`src/rtl/cfg_update_pkg.sv`:
```
// Shared FSM state type and width helpers for the configuration write controller.
package cfg_update_pkg;

    typedef enum logic [1:0] {
        IDLE,
        WAIT_Q,
        COMMIT,
        RESP
    } cfg_state_t;

    function automatic int cfg_addr_w(input int nregs);
        return (nregs <= 2) ? 1 : $clog2(nregs);
    endfunction

    // A zero timeout still needs a legal one-bit counter even though it never fires.
    function automatic int cfg_cnt_w(input int timeout);
        return (timeout <= 1) ? 1 : $clog2(timeout + 1);
    endfunction

endpackage

```
`src/rtl/cfg_req_fifo.sv`:
```
// Two-entry synchronous FIFO holding pending configuration requests.
module cfg_req_fifo #(
    parameter int DW = 8
) (
    input  logic          CLK,
    input  logic          RST,
    input  logic          push,
    input  logic          pop,
    input  logic [DW-1:0] din,
    output logic [DW-1:0] dout,
    output logic [1:0]    count
);

    logic [DW-1:0] mem [2];
    logic          wr_ptr;
    logic          rd_ptr;

    always_ff @(posedge CLK) begin
        if (RST) begin
            wr_ptr <= 1'b0;
            rd_ptr <= 1'b0;
            count  <= 2'd0;
        end else begin
            if (push) wr_ptr <= ~wr_ptr;
            if (pop)  rd_ptr <= ~rd_ptr;
            case ({push, pop})
                2'b10:   count <= count + 2'd1;
                2'b01:   count <= count - 2'd1;
                default: ;
            endcase
        end
    end

    always_ff @(posedge CLK) begin
        if (push) mem[wr_ptr] <= din;
    end

    assign dout = mem[rd_ptr];

endmodule

```
`src/rtl/cfg_update_ctrl.sv`:
```
// Buffers config writes and commits each one as a one-cycle load-enable pulse once downstream is quiescent.
// Optional readback of cfg_q is enabled by defining CFG_READBACK_EN.
module cfg_update_ctrl
    import cfg_update_pkg::*;
#(
    parameter  int WIDTH   = 32,
    parameter  int NREGS   = 8,
    parameter  int TIMEOUT = 256,
    localparam int ADDR_W  = cfg_addr_w(NREGS)
) (
    input  logic                   CLK,
    input  logic                   RST,
    input  logic                   req_valid,
    output logic                   req_ready,
    input  logic                   req_write,
    input  logic [ADDR_W-1:0]      req_addr,
    input  logic [WIDTH-1:0]       req_data,
    output logic                   rsp_valid,
    input  logic                   rsp_ready,
    output logic                   rsp_err,
    output logic [WIDTH-1:0]       rsp_data,
    input  logic                   quiesce,
    output logic [NREGS-1:0]       cfg_en,
    output logic [WIDTH-1:0]       cfg_d,
    input  logic [NREGS*WIDTH-1:0] cfg_q
);

    localparam int CNT_W = cfg_cnt_w(TIMEOUT);
    localparam logic [CNT_W-1:0] CNT_LAST = CNT_W'((TIMEOUT > 0) ? TIMEOUT - 1 : 0);

    typedef struct packed {
        logic              write;
        logic [ADDR_W-1:0] addr;
        logic [WIDTH-1:0]  data;
    } req_t;

    cfg_state_t        state;
    req_t              push_req;
    req_t              head;
    logic [1:0]        fifo_count;
    logic              push;
    logic              pop;
    logic              addr_bad;
    logic              head_is_read;
    logic [CNT_W-1:0]  cnt;
    logic [ADDR_W-1:0] hold_addr;
    logic [WIDTH-1:0]  hold_data;

    assign req_ready = (fifo_count < 2'd2);
    assign push      = req_valid && req_ready;
    assign pop       = (state == IDLE) && (fifo_count != 2'd0);
    assign addr_bad  = (int'(head.addr) >= NREGS);
    assign cfg_d     = hold_data;

    assign push_req.addr = req_addr;
    assign push_req.data = req_data;

`ifdef CFG_READBACK_EN
    logic [WIDTH-1:0] rd_data;

    assign push_req.write = req_write;
    assign head_is_read   = !head.write;
    assign rsp_data       = rd_data;

    // Read data is captured at pop and held untouched until the next request is popped.
    always_ff @(posedge CLK) begin
        if (RST) begin
            rd_data <= '0;
        end else if (pop) begin
            rd_data <= (head.write || addr_bad) ? '0 : cfg_q[int'(head.addr)*WIDTH +: WIDTH];
        end
    end
`else
    logic unused_inputs;

    assign push_req.write = 1'b1;
    assign head_is_read   = 1'b0;
    assign rsp_data       = '0;
    assign unused_inputs  = ^{req_write, head.write, cfg_q};
`endif

    cfg_req_fifo #(
        .DW($bits(req_t))
    ) u_fifo (
        .CLK   (CLK),
        .RST   (RST),
        .push  (push),
        .pop   (pop),
        .din   (push_req),
        .dout  (head),
        .count (fifo_count)
    );

    // cfg_en is registered on entry to COMMIT so it never depends combinationally on quiesce.
    always_ff @(posedge CLK) begin
        if (RST) begin
            state     <= IDLE;
            cnt       <= '0;
            hold_addr <= '0;
            hold_data <= '0;
            cfg_en    <= '0;
            rsp_valid <= 1'b0;
            rsp_err   <= 1'b0;
        end else begin
            case (state)
                IDLE: begin
                    if (pop) begin
                        hold_addr <= head.addr;
                        hold_data <= head.data;
                        cnt       <= '0;
                        if (addr_bad) begin
                            state     <= RESP;
                            rsp_valid <= 1'b1;
                            rsp_err   <= 1'b1;
                        end else if (head_is_read) begin
                            state     <= RESP;
                            rsp_valid <= 1'b1;
                            rsp_err   <= 1'b0;
                        end else begin
                            state <= WAIT_Q;
                        end
                    end
                end
                WAIT_Q: begin
                    if (quiesce) begin
                        state  <= COMMIT;
                        cfg_en <= NREGS'(1) << hold_addr;
                    end else if (TIMEOUT != 0 && cnt == CNT_LAST) begin
                        state     <= RESP;
                        rsp_valid <= 1'b1;
                        rsp_err   <= 1'b1;
                    end else begin
                        cnt <= cnt + 1'b1;
                    end
                end
                COMMIT: begin
                    cfg_en    <= '0;
                    state     <= RESP;
                    rsp_valid <= 1'b1;
                    rsp_err   <= 1'b0;
                end
                RESP: begin
                    if (rsp_ready) begin
                        rsp_valid <= 1'b0;
                        state     <= IDLE;
                    end
                end
                default: state <= IDLE;
            endcase
        end
    end

endmodule
```
`config.mk`:
```
export PLATFORM = sky130hd
export DESIGN_NAME = cfg_update_ctrl
export DESIGN_NICKNAME = d
export VERILOG_FILES = /design/src/rtl/cfg_update_pkg.sv /design/src/rtl/cfg_req_fifo.sv /design/src/rtl/cfg_update_ctrl.sv
export SDC_FILE = /design/constraint.sdc
export NUM_CORES = 1
export LEC_CHECK = 0
export ABC_CLOCK_PERIOD_IN_PS = 4000
export CORE_AREA = 2 2 147 149
export CTS_CLUSTER_DIAMETER = 200
export DETAILED_ROUTE_END_ITERATION = 8
export DIE_AREA = 0 0 149 151
export PLACE_DENSITY_LB_ADDON = 0.2
export RECOVER_POWER = 50
export SLEW_MARGIN = 25
export SYNTH_ARGS = -nofsm -noshare
export SYNTH_HDL_FRONTEND = slang
export SYNTH_HIERARCHICAL = 1
export SYNTH_SLANG_ARGS = --single-unit
```
`constraint.sdc`:
```
create_clock -name CLK -period 4 [get_ports CLK]
set_input_delay 1.2 -clock CLK [delete_from_list [all_inputs] [get_ports CLK]]
set_output_delay 1.2 -clock CLK [all_outputs]
set_load 0.05 [all_outputs]
```
==> impl_metrics.yaml, run 1 <==
setup_path:
  r2r_slack_ps: 930
  r2r-start: "state[0]$_SDFFE_PP0P_"
  crit_path_end_kind: "flip-flop"
  crit_path_start_kind: "flip-flop"
  critPathLaunch: "state[0]$_SDFFE_PP0P_"
  ff2ff_path_depth: 8
  critical_path_class: "flip-flop to flip-flop"
  worstPathRequired_ps: 4220
  cp.arrival_ps: 3290
  path_max_fanout: 36
timing:
  fin_crit_ps: 3067
  slew_violations: 75
  max_freq_mhz: 326.1
  worst_slew_pin_slew_ps: 1953
  fin_crit_sh_pct: 76.67
  tns_ps: 0
  finalClockSkew_ps: 7.870
  hold_viol_final: 0
  slew_headroom_pct: -30.18
  hold_slack_ps: 453.8
  finalSetupViolCount: 0
  rsz0062_at_grt: "no"
drt:
  vias_per_cell: 4.047
  drc: 0
  wirelength_mm: 11.54
  drt.antenna.violating_nets: 0
  dr.pass1.iters: 4
  dr_total_vias: 3331
  wl_per_cell_um: 14.03
  drt_iter0_markers: 148
grt:
  grt_max_degree: 38
  antenna_found_initial: 9
  grt_usage_pct: 10.61
  grt_overflow: 0
  grt_pass1_vias: 3412
  grt_pass1_wl_mm: 18.03
power_and_ir_drop:
  cellPowerDensity_nw_per_um2: 778.1
  ir_drop_uv: 425.1
  leakage_nw: 2.367
floorplan:
  initial_core_util_pct: 25.22
  die_y_um: 151
  core_um2: 20820
  dieArea_um2: 22500
  die_w_um: 149
  placementRows: 53
  io_pins: 372
cells_and_area:
  drive_gt1_share_pct: 14.44
  instances_no_fill: 823
  syn_to_final_growth_pct: 31.71
  fill_cells: 2143
  nets: 831
logic_synthesis:
  synth_cells: 438
  yosysWarnings: 6
  netlist_area_um2: 5251
  synth.avg_cell_area_um2: 11.99
job:
  max-cap-violations: 2
clocking:
  cts.sinks: 131
  post_cts_resized: 0
  htree_levels: 4
  cts.repair_timing.setup_buffer_count: 0
  cts_buffers: 17
  clk_latency_ps: 410
  clk_pin_slew_ps: 60
  cts-root-buf: "clkbuf_16"
  clockBufferDepth: 2
  cts_hold_buf: 0
  tritoncts: "done"
run_status:
  status: "finished, violations left"
  failed_checks: "max-capacitance violations, max-slew violations"
hold_path:
  hold_class: "flip-flop to flip-flop"
placement:
  place_inst: 783
  io_buffers: 82
  dp_hpwl_mm: 7.572
  gp_congestion: 0.6906
cell usage in the layout, fill, tap and decap left out, types with 4 or more instances in the layout:
master / count
dlygate4sd3_1: 36
ha_1: 7
clkdlybuf4s50_1: 45
diode_2: 8
edfxtp_1: 70
clkbuf_16: 17
nor2b_1: 6
mux2_2: 36
xnor2_1: 10
dfxtp_1: 60
inv_1: 9
conb_1: 32
a21oi_1: 45
nand3_1: 9
o21ai_0: 4
a211oi_1: 6
nand2_1: 81
nor2_1: 21
per-layer routing:
layer	vias up	track usage (%)	part of all wire (%)
li1	1651	-	-
met1	1576	11.72	44
met2	88	17.26	46
met3	14	5.843	8.9
met4	2	3.857	1.1
met5	-	0	0.11
worst min path at each step:
stage                                          from                         to  slack [ps]  cells after the start
after floorplan           hold_addr[2]$_SDFFE_PP0P_  hold_addr[2]$_SDFFE_PP0P_         450                      2
after global placement       cfg_d[22]$_SDFFE_PP0P_     cfg_d[22]$_SDFFE_PP0P_         450                      2
after detailed placement     cfg_d[25]$_SDFFE_PP0P_     cfg_d[25]$_SDFFE_PP0P_         450                      2
after CTS                    cfg_d[25]$_SDFFE_PP0P_     cfg_d[25]$_SDFFE_PP0P_         460                      2
after global routing         cfg_en[3]$_SDFFE_PP0P_     cfg_en[3]$_SDFFE_PP0P_         480                      2
final                        cfg_d[25]$_SDFFE_PP0P_     cfg_d[25]$_SDFFE_PP0P_         450                      2
through the flow:
step           instance area, µm²  worst slack (ps)  util, %  power (mW)
3_3_place_gp                 6269             863.7    30.10       3.804
2_1_floorplan                5368             616.3        -       3.250
3_5_place_dp                 6324             851.8    30.37       3.917
5_1_grt                      6904             606.0    33.16       5.678
6_report                     6917             933.3    33.22       5.382
4_1_cts                      6910              1029    33.19       5.479
worst max-delay path, stage by stage, from the launching register on:
cell      delay [ps]
dfxtp_1          360
inv_1            100
ha_1             280
o21ai_4          150
buf_16           190
inv_1             70
clkbuf_1        1400
xnor2_1          260
nor2_1            60
power breakdown:
part / internal [mW] / total, mW / switching (mW)
logic: 0.690 / 1.95 / 1.26
registers: 1.72 / 1.90 / 0.180
clock network: 0.949 / 1.53 / 0.583
total: 3.36 / 5.38 / 2.02
cell type report:
type	instances	area [µm²]	share of cell area [%]
antenna	8	20.02	0.2894
timing repair buffer	88	920.9	13.31
sequential	131	3324	48.06
tap	275	344.1	4.975
multi-input combinational	280	1687	24.38
clock inverter	12	130.1	1.881
inverter	9	33.78	0.4884
clock buffer	20	456.7	6.603
registers in the layout, summed over array words and instances, names as in the netlist, named ones only:
register	count
cfg_d	32
rsp_valid	1
hold_addr	3
u_fifo/rd_ptr	1
state	2
u_fifo/mem	70
cnt	9
cfg_en	8
u_fifo/count	2
rsp_err	1
u_fifo/wr_ptr	1
No activity file was read; power rests on OpenSTA's default activity.
==> inputs of run 2 (changes only) <==
Settings changed: ABC_CLOCK_PERIOD_IN_PS 4000 to 2900.
Clock period 4 ns to 2.9 ns, I/O delays scaled along.
==> impl_metrics.yaml, run 2 (same netlist as run 1, synthesis figures left out) <==
cells_and_area:
  largest_reg_flops: 70
  final_cell_mix: "nand2_1 (81), edfxtp_1 (70), dfxtp_1 (60)"
  nets: 834
  fill_cells: 2106
  drive_gt1_share_pct: 15.10
  layout_commonest_cell: "nand2_1"
  finalCoreUtilization_pct: 33.02
  largest-register: "u_fifo/mem"
  final_area_um2: 6875
  syn_to_final_growth_pct: 30.93
floorplan:
  initial_core_util_pct: 25.22
  core_um2: 20820
  placementRows: 53
  die_w_um: 149
  io_pins: 372
  die_y_um: 151
  dieArea_um2: 22500
job:
  max-cap-violations: 0
clocking:
  cts_hold_buf: 0
  clk_latency_ps: 420
  htree_levels: 4
  cts.repair_timing.setup_buffer_count: 0
  cts.sinks: 131
  post_cts_resized: 0
  cts_buffers: 17
  clockBufferDepth: 2
  tritoncts: "done"
  cts-root-buf: "clkbuf_16"
  clk_pin_slew_ps: 60
placement:
  gp_congestion: 0.6523
  dp_hpwl_mm: 7.438
  io_buffers: 82
  place_area_um2: 6319
timing:
  worst_slew_pin_slew_ps: 948.2
  finalClockSkew_ps: 13.05
  fin_crit_sh_pct: 88.19
  hold_viol_final: 0
  slew_violations: 0
  fin_crit_ps: 2557
  hold_slack_ps: 451.6
  max_freq_mhz: 391.0
  rsz0062_at_grt: "no"
  tns_ps: 0
  finalSetupViolCount: 0
  slew_headroom_pct: 36.78
setup_path:
  crit_path_start_kind: "flip-flop"
  cp.arrival_ps: 1690
  path_max_fanout: 6
  crit_chain: "inv_1, clkdlybuf4s50_1"
  path_buf_inv: 2
  crit_path_end_kind: "output port"
  ff2ff_path_depth: 8
  critical_path_class: "flip-flop to output port"
  cpLargestDelayFamily: "buffers and inverters"
  cp.depth: 2
  worstPathRequired_ps: 2030
  critical-path-max-stage-delay_ps: 840
  cpMaxStageDelayCell: "clkdlybuf4s50_1"
power_and_ir_drop:
  ir_drop_uv: 516.3
  finalPower_mw: 7.199
  leakage_nw: 2.343
  cellPowerDensity_nw_per_um2: 1047
drt:
  vias_per_cell: 4.065
  drt.antenna.violating_nets: 0
  drt_iter0_markers: 180
  dr_total_vias: 3358
  dr.pass1.iters: 5
  drc: 0
  wl_per_cell_um: 14.03
  wirelength_mm: 11.59
grt:
  grt_pass1_vias: 3445
  grt_max_degree: 53
  grt_usage_pct: 10.69
  grt_overflow: 0
  grt_pass1_wl_mm: 17.95
  antenna_found_initial: 11
hold_path:
  holdPathStages: 2
  hold_class: "flip-flop to flip-flop"
run_status:
  status: "complete, no violations"
==> run 2: tightest hold or removal path, stage by stage, from the launching register on <==
cell and delay (ps):
dfxtp_1 300, nand2_1 50, a21oi_1 50
==> run 2: per-stage QoR <==
stage	instances	setup slack [ps]
5_1_grt	821	263.5
6_report	826	342.6
3_3_place_gp	786	242.8
2_1_floorplan	469	423.2
3_5_place_dp	786	213.7
4_1_cts	818	275.7
==> run 2: report_power, final <==
group          switching [mW]  internal [mW]
Combinational            1.73          0.859
Sequential              0.242           2.37
Clock                   0.820           1.18
Total                    2.79           4.41
==> run 2: final cells by class <==
type / count / area (µm²) / share of cell area (%)
Antenna cell: 8 / 20.02 / 0.2912
Clock buffer: 17 / 425.4 / 6.187
Clock inverter: 15 / 132.6 / 1.929
Inverter: 9 / 33.78 / 0.4914
Multi-Input combinational cell: 280 / 1683 / 24.48
Sequential cell: 131 / 3324 / 48.35
Tap cell: 275 / 344.1 / 5.005
Timing Repair Buffer: 91 / 912.1 / 13.27
==> run 2: routing by layer <==
metal / part of all wire (%) / GRT usage (%)
met1: 43 / 11.10
met2: 47 / 17.72
met3: 8.1 / 5.904
met4: 1.6 / 4.952
met5: 0.35 / 0
==> run 2: worst paths after layout <==
| check | start | endpoint | slack [ps] |
|---|---|---|---|
| worst min register to register | cfg_d[11]$_SDFFE_PP0P_ | cfg_d[11]$_SDFFE_PP0P_ | 450 |
| worst min-delay path | cfg_d[11]$_SDFFE_PP0P_ | cfg_d[11]$_SDFFE_PP0P_ | 450 |
| worst max register to register | cnt[0]$_SDFFE_PP0P_ | cnt[7]$_SDFFE_PP0P_ | 590 |
| worst max-delay path | u_fifo/count[1]$_SDFFE_PP0P_ | req_ready | 340 |
